===== config.mk =====
export PLATFORM = sky130hd
export DESIGN_NAME = fsk_tone_generator_flat
export DESIGN_NICKNAME = d
export VERILOG_FILES = /design/src/rtl/fsk_tone_generator_if.sv /design/src/rtl/fsk_tone_generator.sv /design/src/flat_wrapper.sv
export SDC_FILE = /design/constraint.sdc
export NUM_CORES = 1
export LEC_CHECK = 0
export BUFFER_PORTS_ARGS = -buffer_cell sky130_fd_sc_hd__buf_2
export CAP_MARGIN = 20
export CORE_MARGIN = 2
export CORE_UTILIZATION = 50
export CTS_CLUSTER_DIAMETER = 40
export DETAILED_ROUTE_END_ITERATION = 12
export PLACE_DENSITY = 0.7
export SLEW_MARGIN = 20
export SYNTH_ARGS = -nofsm -noshare
export SYNTH_HDL_FRONTEND = slang
export SYNTH_SLANG_ARGS = --single-unit

===== constraint.sdc =====
create_clock -name clock -period 2.2 [get_ports clock]
set_input_delay 0.33 -clock clock [delete_from_list [all_inputs] [get_ports clock]]
set_output_delay 0.33 -clock clock [all_outputs]
set_load 0.02 [all_outputs]

===== src/rtl/fsk_tone_generator_if.sv =====
// fsk_tone_generator_if: word handshake between a data source and the FSK tone generator
interface fsk_tone_generator_if #(
    parameter int DATA_WIDTH = 8
);
    logic [DATA_WIDTH-1:0] data_in;
    logic                  data_valid;
    logic                  data_ready;
    modport master (output data_in, data_valid, input data_ready);
    modport slave (input data_in, data_valid, output data_ready);
endinterface


===== src/rtl/fsk_tone_generator.sv =====
// fsk_tone_generator: serialises data words LSB first into a phase-continuous two-tone square wave
module fsk_tone_generator #(
    parameter int FREQUENCY0           = 9000,
    parameter int FREQUENCY1           = 11000,
    parameter int CLOCK_FREQUENCY      = 50000000,
    parameter int DATA_WIDTH           = 8,
    parameter int HALF_PERIODS_PER_BIT = 8,
    parameter int GAP_TICKS            = 0
) (
    input  logic                 clock,
    input  logic                 clear,
    input  logic                 enable,
    fsk_tone_generator_if.slave  bus,
    output logic                 sample_out,
    output logic                 busy,
    output logic                 tone_select,
    output logic                 word_done
);
    localparam int HW = $clog2(HALF_PERIODS_PER_BIT + 1);
    localparam int BW = $clog2(DATA_WIDTH + 1);
    localparam logic [31:0] T0 = 32'(CLOCK_FREQUENCY / (2 * FREQUENCY0));
    localparam logic [31:0] T1 = 32'(CLOCK_FREQUENCY / (2 * FREQUENCY1));
    localparam logic [HW-1:0] HALF_LAST = HW'(HALF_PERIODS_PER_BIT - 1);
    localparam logic [BW-1:0] BIT_LAST = BW'(DATA_WIDTH - 1);
    localparam logic [31:0] GAP_LAST = 32'(GAP_TICKS - 1);

    if (T0 < 2 || T1 < 2 || FREQUENCY1 <= FREQUENCY0 || HALF_PERIODS_PER_BIT < 1) begin : g_param_check
        $error("fsk_tone_generator: invalid tone or timing parameters");
    end

    typedef enum logic [1:0] {IDLE, TONE, GAP} state_t;
    state_t state, state_n;
    logic [31:0] tick, t_len;
    logic [HW-1:0] half;
    logic [BW-1:0] bit_idx;
    logic [DATA_WIDTH-1:0] shreg, shreg_nx;
    logic accept, period_end, half_last, bit_last, word_end, gap_end;

    assign t_len      = tone_select ? T1 : T0;
    assign period_end = tick == t_len - 32'd1;
    assign half_last  = half == HALF_LAST;
    assign bit_last   = bit_idx == BIT_LAST;
    assign word_end   = state == TONE && period_end && half_last && bit_last;
    assign gap_end    = state == GAP && tick == GAP_LAST;
    assign accept     = bus.data_valid && state == IDLE && enable;
    assign shreg_nx   = shreg >> 1;

    always_ff @(posedge clock or negedge clear)
        if (!clear) state <= IDLE;
        else state <= state_n;

    always_comb
        state_n = !enable ? state :
                  state == IDLE ? (accept ? TONE : IDLE) :
                  state == TONE ? (word_end ? (GAP_TICKS > 0 ? GAP : IDLE) : TONE) :
                  (gap_end ? IDLE : GAP);

    always_comb begin
        bus.data_ready = state == IDLE && enable;
        busy           = state != IDLE;
    end

    // tick doubles as the GAP counter; it is always zero on entry to GAP
    always_ff @(posedge clock or negedge clear) begin
        if (!clear) begin
            tick        <= '0;
            half        <= '0;
            bit_idx     <= '0;
            shreg       <= '0;
            sample_out  <= 1'b0;
            tone_select <= 1'b0;
            word_done   <= 1'b0;
        end else begin
            word_done <= enable && word_end;
            if (accept) begin
                shreg       <= bus.data_in;
                tone_select <= bus.data_in[0];
                tick        <= '0;
                half        <= '0;
                bit_idx     <= '0;
                sample_out  <= ~sample_out;
            end else if (enable && state == TONE) begin
                if (period_end) begin
                    sample_out <= ~sample_out;
                    tick       <= '0;
                    if (!half_last) half <= half + HW'(1);
                    else begin
                        half <= '0;
                        if (!bit_last) begin
                            bit_idx     <= bit_idx + BW'(1);
                            shreg       <= shreg_nx;
                            tone_select <= shreg_nx[0];
                        end
                    end
                end else tick <= tick + 32'd1;
            end else if (enable && state == GAP) tick <= gap_end ? '0 : tick + 32'd1;
        end
    end
endmodule


===== src/flat_wrapper.sv =====
// flat-port wrapper written by rule: the top's interface ports become plain ports
module fsk_tone_generator_flat 
#(
    parameter int FREQUENCY0           = 9000,
    parameter int FREQUENCY1           = 11000,
    parameter int CLOCK_FREQUENCY      = 50000000,
    parameter int DATA_WIDTH           = 8,
    parameter int HALF_PERIODS_PER_BIT = 8,
    parameter int GAP_TICKS            = 0
)
  (clock, clear, enable, sample_out, busy, tone_select, word_done, bus_data_in, bus_data_valid, bus_data_ready);
  fsk_tone_generator_if #(.DATA_WIDTH(DATA_WIDTH)) bus_i ();
  input  logic clock;
  input  logic clear;
  input  logic enable;
  output logic sample_out;
  output logic busy;
  output logic tone_select;
  output logic word_done;
  input wire logic [$bits(bus_i.data_in)-1:0] bus_data_in;
  input wire logic [$bits(bus_i.data_valid)-1:0] bus_data_valid;
  output wire logic [$bits(bus_i.data_ready)-1:0] bus_data_ready;
  assign bus_i.data_in = bus_data_in;
  assign bus_i.data_valid = bus_data_valid;
  assign bus_data_ready = bus_i.data_ready;
  fsk_tone_generator #(.FREQUENCY0(FREQUENCY0), .FREQUENCY1(FREQUENCY1), .CLOCK_FREQUENCY(CLOCK_FREQUENCY), .DATA_WIDTH(DATA_WIDTH), .HALF_PERIODS_PER_BIT(HALF_PERIODS_PER_BIT), .GAP_TICKS(GAP_TICKS)) u_core (.clock(clock), .clear(clear), .enable(enable), .bus(bus_i), .sample_out(sample_out), .busy(busy), .tone_select(tone_select), .word_done(word_done));
endmodule

=== Word level (Yosys, flattened, before mapping) ===
Index checks and enable logic that the tools add are counted.

* Flip-flop bits (word level): 53
* Output and inout bits: 5
* Word-level logic and storage cells: 71

* Add/sub/neg operators: 4
* Equality and inequality tests: 7
* Mux-type cells: 33
* Bitwise gates (word level): 1
* Reductions and logical operators: 18

{| class="wikitable"
|+ Operators with widths
! cell !! number
|-
| $mux 32 || 5
|-
| $mux 8 || 5
|-
| $mux 4 || 9
|-
| $add 32x1->32 const B || 1
|-
| $eq 32x32->1 || 1
|-
| $eq 32x32->1 const B || 1
|-
| $sub 32x1->32 const B || 1
|-
| $logic_and 1x1->1 || 10
|-
| $mux 1 || 10
|-
| $mux 10 || 1
|-
| $add 4x1->4 const B || 2
|-
| $eq 4x3->1 const B || 2
|-
| $reduce_bool 2->1 || 4
|-
| $mux 2 || 3
|-
| $reduce_and 4->1 || 1
|-
| $reduce_bool 3->1 || 1
|-
| $eq 2x1->1 const B || 1
|-
| $eq 2x2->1 const B || 1
|-
| $logic_not 2->1 || 1
|-
| $ne 2x1->1 const B || 1
|-
| $reduce_and 2->1 || 1
|-
| $not 1->1 || 1
|}

=== Longest topological paths before layout ===
* Depth after elaboration: 9
* Gate-level depth with buffers: 9
* Depth with buffers taken out: 7

=== Worst setup path after synthesis ===
Ideal clock, no wire load.

* Path type: flip-flop to flip-flop
* From: register u_core.tick[0]
* To: register u_core.tick[11]
* Library setup time: 124 ps
* Arrival: 2,094 ps
* Data required time: 2,076 ps
* Setup slack: -18 ps
* Stages on the path, launching flop included: 9
* Buffers on the path: 1
* Clock period less this slack: 2,218 ps
* Path through: dfrtp_1 > ha_1 > nand3_1 > or4_4 > nor4b_4 > or4_1 > buf_6 > nor3_1 > a211o_1

* Cells in the longest elaborated chain, start to end: 6

{| class="wikitable"
|+ Ends and longest elaborated chain
! item !! RTL line !! text
|-
| start: declaration || fsk_tone_generator.sv:33 || <nowiki>logic [31:0] tick, t_len;</nowiki>
|-
| start signal: assignment || fsk_tone_generator.sv:95 || <nowiki>end else tick <= tick + 32'd1;</nowiki>
|-
| start signal: assignment || fsk_tone_generator.sv:96 || <nowiki>end else if (enable && state == GAP) tick <= gap_end ? '0 : tick + 32'd1;</nowiki>
|-
| branches (longest 4 deep; another with $add 32x1->32) || -- ||
|-
| $mux 32 (*) || fsk_tone_generator.sv:82 || <nowiki>end else if (enable && state == TONE) begin</nowiki>
|-
| $mux 32 (*) || fsk_tone_generator.sv:75 || <nowiki>if (accept) begin</nowiki>
|}

Mark *: on every way between the ends. The select of a mux whose other input is x is not followed.
A chain may end at the register's enable or synchronous reset.

=== Worst setup path in the final report ===
* From: register u_core.tick[20]
* To: register u_core.shreg[6]

* Cells in the longest elaborated chain, start to end: 3

{| class="wikitable"
|+ Ends and longest elaborated chain
! item !! RTL line !! text
|-
| $eq 32x32->1 || fsk_tone_generator.sv:40 || <nowiki>assign period_end = tick == t_len - 32'd1;</nowiki>
|-
| $reduce_bool 2->1 (no line) || -- ||
|-
| $reduce_and 4->1 (no line) || -- ||
|-
| end signal: assignment || fsk_tone_generator.sv:76 || <nowiki>shreg <= bus.data_in;</nowiki>
|-
| end signal: assignment || fsk_tone_generator.sv:91 || <nowiki>shreg <= shreg_nx;</nowiki>
|-
| end: declaration || fsk_tone_generator.sv:36 || <nowiki>logic [DATA_WIDTH-1:0] shreg, shreg_nx;</nowiki>
|}

No other way between the ends.

==> results.yml <==
power:
  ir_worst_vdd_v: 0.000510
  leakage_nw: 1.91
  power.density_mw_per_mm2: 683
  report.power.total_mw: 2.87
timing:
  holdWs_ps: 127
  worst_pin_slew_ps: 691
  fin_crit_ps: 2370
  worst_slack_ps: -168
  finalHoldViolCount: 0
  setup_viol: 38
  post-route-period-util_pct: 108
  relSlewSlack_pct: 53.9
  clock_skew_ps: 15.4
  max_freq_ghz: 0.422
  rsz0062_at_grt: "true"
  drv_slew: 0
clock_tree:
  path_clk_slew_ps: 110
  cts_root_buf: "clkbuf_8"
  clk_latency_ps: 320
  cts_tree: "built"
  clock-sinks: 52
  cts-buffers-inserted: 5
  cts_buffer_depth: 2
  ctsHoldBuffers: 0
  htree_num_levels: 2
synth:
  synth_edf_count: 0
  synth_area_sq_mm: 0.00290
  synthAdderAreaFrac_pct: 1.29
  yosysSeqAreaShare_pct: 44.9
  synthArstFlopShare_pct: 100
  synth_top_cells_by_area: "dfrtp_1, nand2_1, nand3_1, nor2_1, xnor2_1"
  synth-seq-cells: 52
  synth_cell_type_count: 47
  yosys.area_share.simple_pct: 32.7
  synth_mux_area_share_pct: 3.06
  yosysTopAreaCell: "dfrtp_1"
  synth_xor_area_share_pct: 5.44
  synth_top_area_share_pct: 44.9
  ys_warn_count: 0
  synth_compound_area_share_pct: 9.45
  synth_top_family_by_area: "simple AND/OR/NAND/NOR gates"
  syn_inst: 325
  syn-num-nets: 340
  synth_flop_cell: "dfrtp_1"
  avgSynthCellArea_sq_um: 8.92
critical_path:
  cp-start-kind: "flip-flop"
  crit_required_ps: 2410
  arrival_ps: 2570
  end_kind: "flip-flop"
  criticalPathCategory: "flip-flop to flip-flop"
  worst-path-max-fanout: 4
drt:
  drtAntennaViolNets: 0
  wl_per_cell_um: 17.2
  wirelength_mm: 8.66
  via_count: 2970
  remaining_drc_errors: 0
  dr.first_iter.drc_count: 292
  viasPerCell: 5.90
  dr.pass1.iters: 5
cells_and_area:
  post-route-util_pct: 75.9
  nets: 445
  syn2layout_area_growth_pct: 45.0
  fillerInstances: 367
  antenna_cells: 0
  drive_above_1_share_pct: 42.2
global_route:
  grt_max_degree: 53
  grt_pass1_vias: 2732
  grt_antenna_before_repair: 0
  grt.overflow.total: 0
  grt_usage_pct: 25.6
  grt_pass1_wl_mm: 12.8
placement:
  dp_slack_ps: -213
  io_buffer_count: 16
  place.gp.congestion: 0.879
  hpwl_mm: 5.19
floorplanning:
  dieArea_sq_mm: 0.00643
  ios: 17
  num_rows: 27
  core_sq_mm: 0.00554
  start_util_pct: 52.3
  fp.dieH_um: 80.2
  die_width_um: 80.2
worst_hold_path:
  holdCritPathClass: "primary input to async pin"
run_status:
  status: "finished with violations"
  violations: "setup timing"
job:
  cap_violations: 0
[routing by layer]
layer | vias to the layer above | part of all wire, % | GRT usage [%]
met5 | - | 0 | 0
met4 | 0 | 2.9 | 9.83
met3 | 27 | 3.7 | 3.15
met2 | 96 | 49 | 41.5
met1 | 1471 | 44 | 35.1
li1 | 1376 | - | -
[where the power goes]
part	internal, mW	leakage, nW	switching [mW]
logic	0.521	1.18	0.538
registers	1.11	0.679	0.114
clock network	0.256	0.0434	0.340
[flip-flops by register name, summed over array words and instances (netlist names)]
| name | flops |
|---|---|
| u_core.tick | 32 |
| u_core.shreg | 8 |
| u_core.bit_idx | 4 |
| u_core.half | 4 |
| u_core.state | 2 |
| u_core.sample_out | 1 |
| u_core.word_done | 1 |
[cell families after synthesis]
logic type                 after synthesis
and+or+nand+nor                        183
xor gates and xnor gates                18
DFF                                     52
adders and majority gates                3
AOI/OAI and AO/OA                       42
buffers and inverters                   19
muxes                                    8
[metrics by stage]
step | setup TNS (ps) | instances | cell area [sq um]
floorplan | -28.3 | 325 | 2910
global placement | -1550 | 474 | 3570
detailed placement | -2520 | 474 | 3570
CTS | -688 | 494 | 3860
global route | -4930 | 503 | 4210
finish | -3200 | 503 | 4210
[worst paths after layout]
check	slack (ps)	start	end	cells past startpoint
worst max-delay path	-170	u_core.tick[20]$_DFFE_PN0P_	u_core.shreg[6]$_DFFE_PN0P_	8
worst min-delay path	130	clear	u_core.half[2]$_DFFE_PN0P_	2
worst max register to register	-170	u_core.tick[20]$_DFFE_PN0P_	u_core.shreg[6]$_DFFE_PN0P_	8
worst min register to register	480	u_core.sample_out$_DFFE_PN0P_	u_core.sample_out$_DFFE_PN0P_	1
max in group asynchronous	1600	clear	u_core.tick[2]$_DFFE_PN0P_	2
min in group clock	230	bus_data_in[7]	u_core.shreg[7]$_DFFE_PN0P_	3
[cell type report]
cell class | instances | area, sq um | share of cell area [%]
clock buffer | 6 | 82.6 | 1.96
clock inverter | 2 | 15.0 | 0.357
inverter | 9 | 33.8 | 0.803
multi-input combinational | 254 | 1830 | 43.6
sequential | 52 | 1300 | 31.0
tap | 72 | 90.1 | 2.14
timing repair buffer | 108 | 850 | 20.2
[synthesized netlist by cell type, drive strengths merged, types with 2 or more instances]
cell    number
or2          3
mux2         7
ha           3
nor4b        3
nand3       26
or3          6
o21a         2
nor2b        5
or4          4
nand2       51
clkbuf       5
inv          9
o21ai       16
dfrtp       52
a21oi        7
nor4        14
a211o        2
and3         6
nand4       10
o311ai       3
nor2        35
and2         2
o211a        2
a21o         3
nand2b       2
nor3        11
xor2         4
xnor2       14
and4         3
o31ai        3
buf          5
[critical path, cell delays in order, from the launching register on]
cell and delay, ps:
dfrtp_1 400, nor4_2 280, buf_4 160, nand4_1 220
nor4b_2 330, and3_1 220, o21a_2 200, clkbuf_16 160
mux2_4 290
[cells in the final DEF, fill, tap and decap left out, types with 7 or more instances in the layout]
cell type	Yosys	layout
nand2_1	51	51
dfrtp_1	52	51
nor2_2	1	9
buf_6	2	13
buf_4	1	77
nor2_1	34	18
nand3_1	26	22
buf_2	2	16
o21ai_1	0	7
xnor2_1	14	14
mux2_4	0	7
o21ai_0	16	8
inv_1	9	9
nor2_4	0	8
nand4_1	9	9
[timing repair]
item                                    4_1_cts  5_1_grt
pin swaps                                    18       25
cloned                                        0        1
setup buffers                                13        8
resized for setup                            23       67
endpoints found under the setup margin       39       48
endpoints found under the hold margin         0        0
Power figures use the tool's default switching activity.
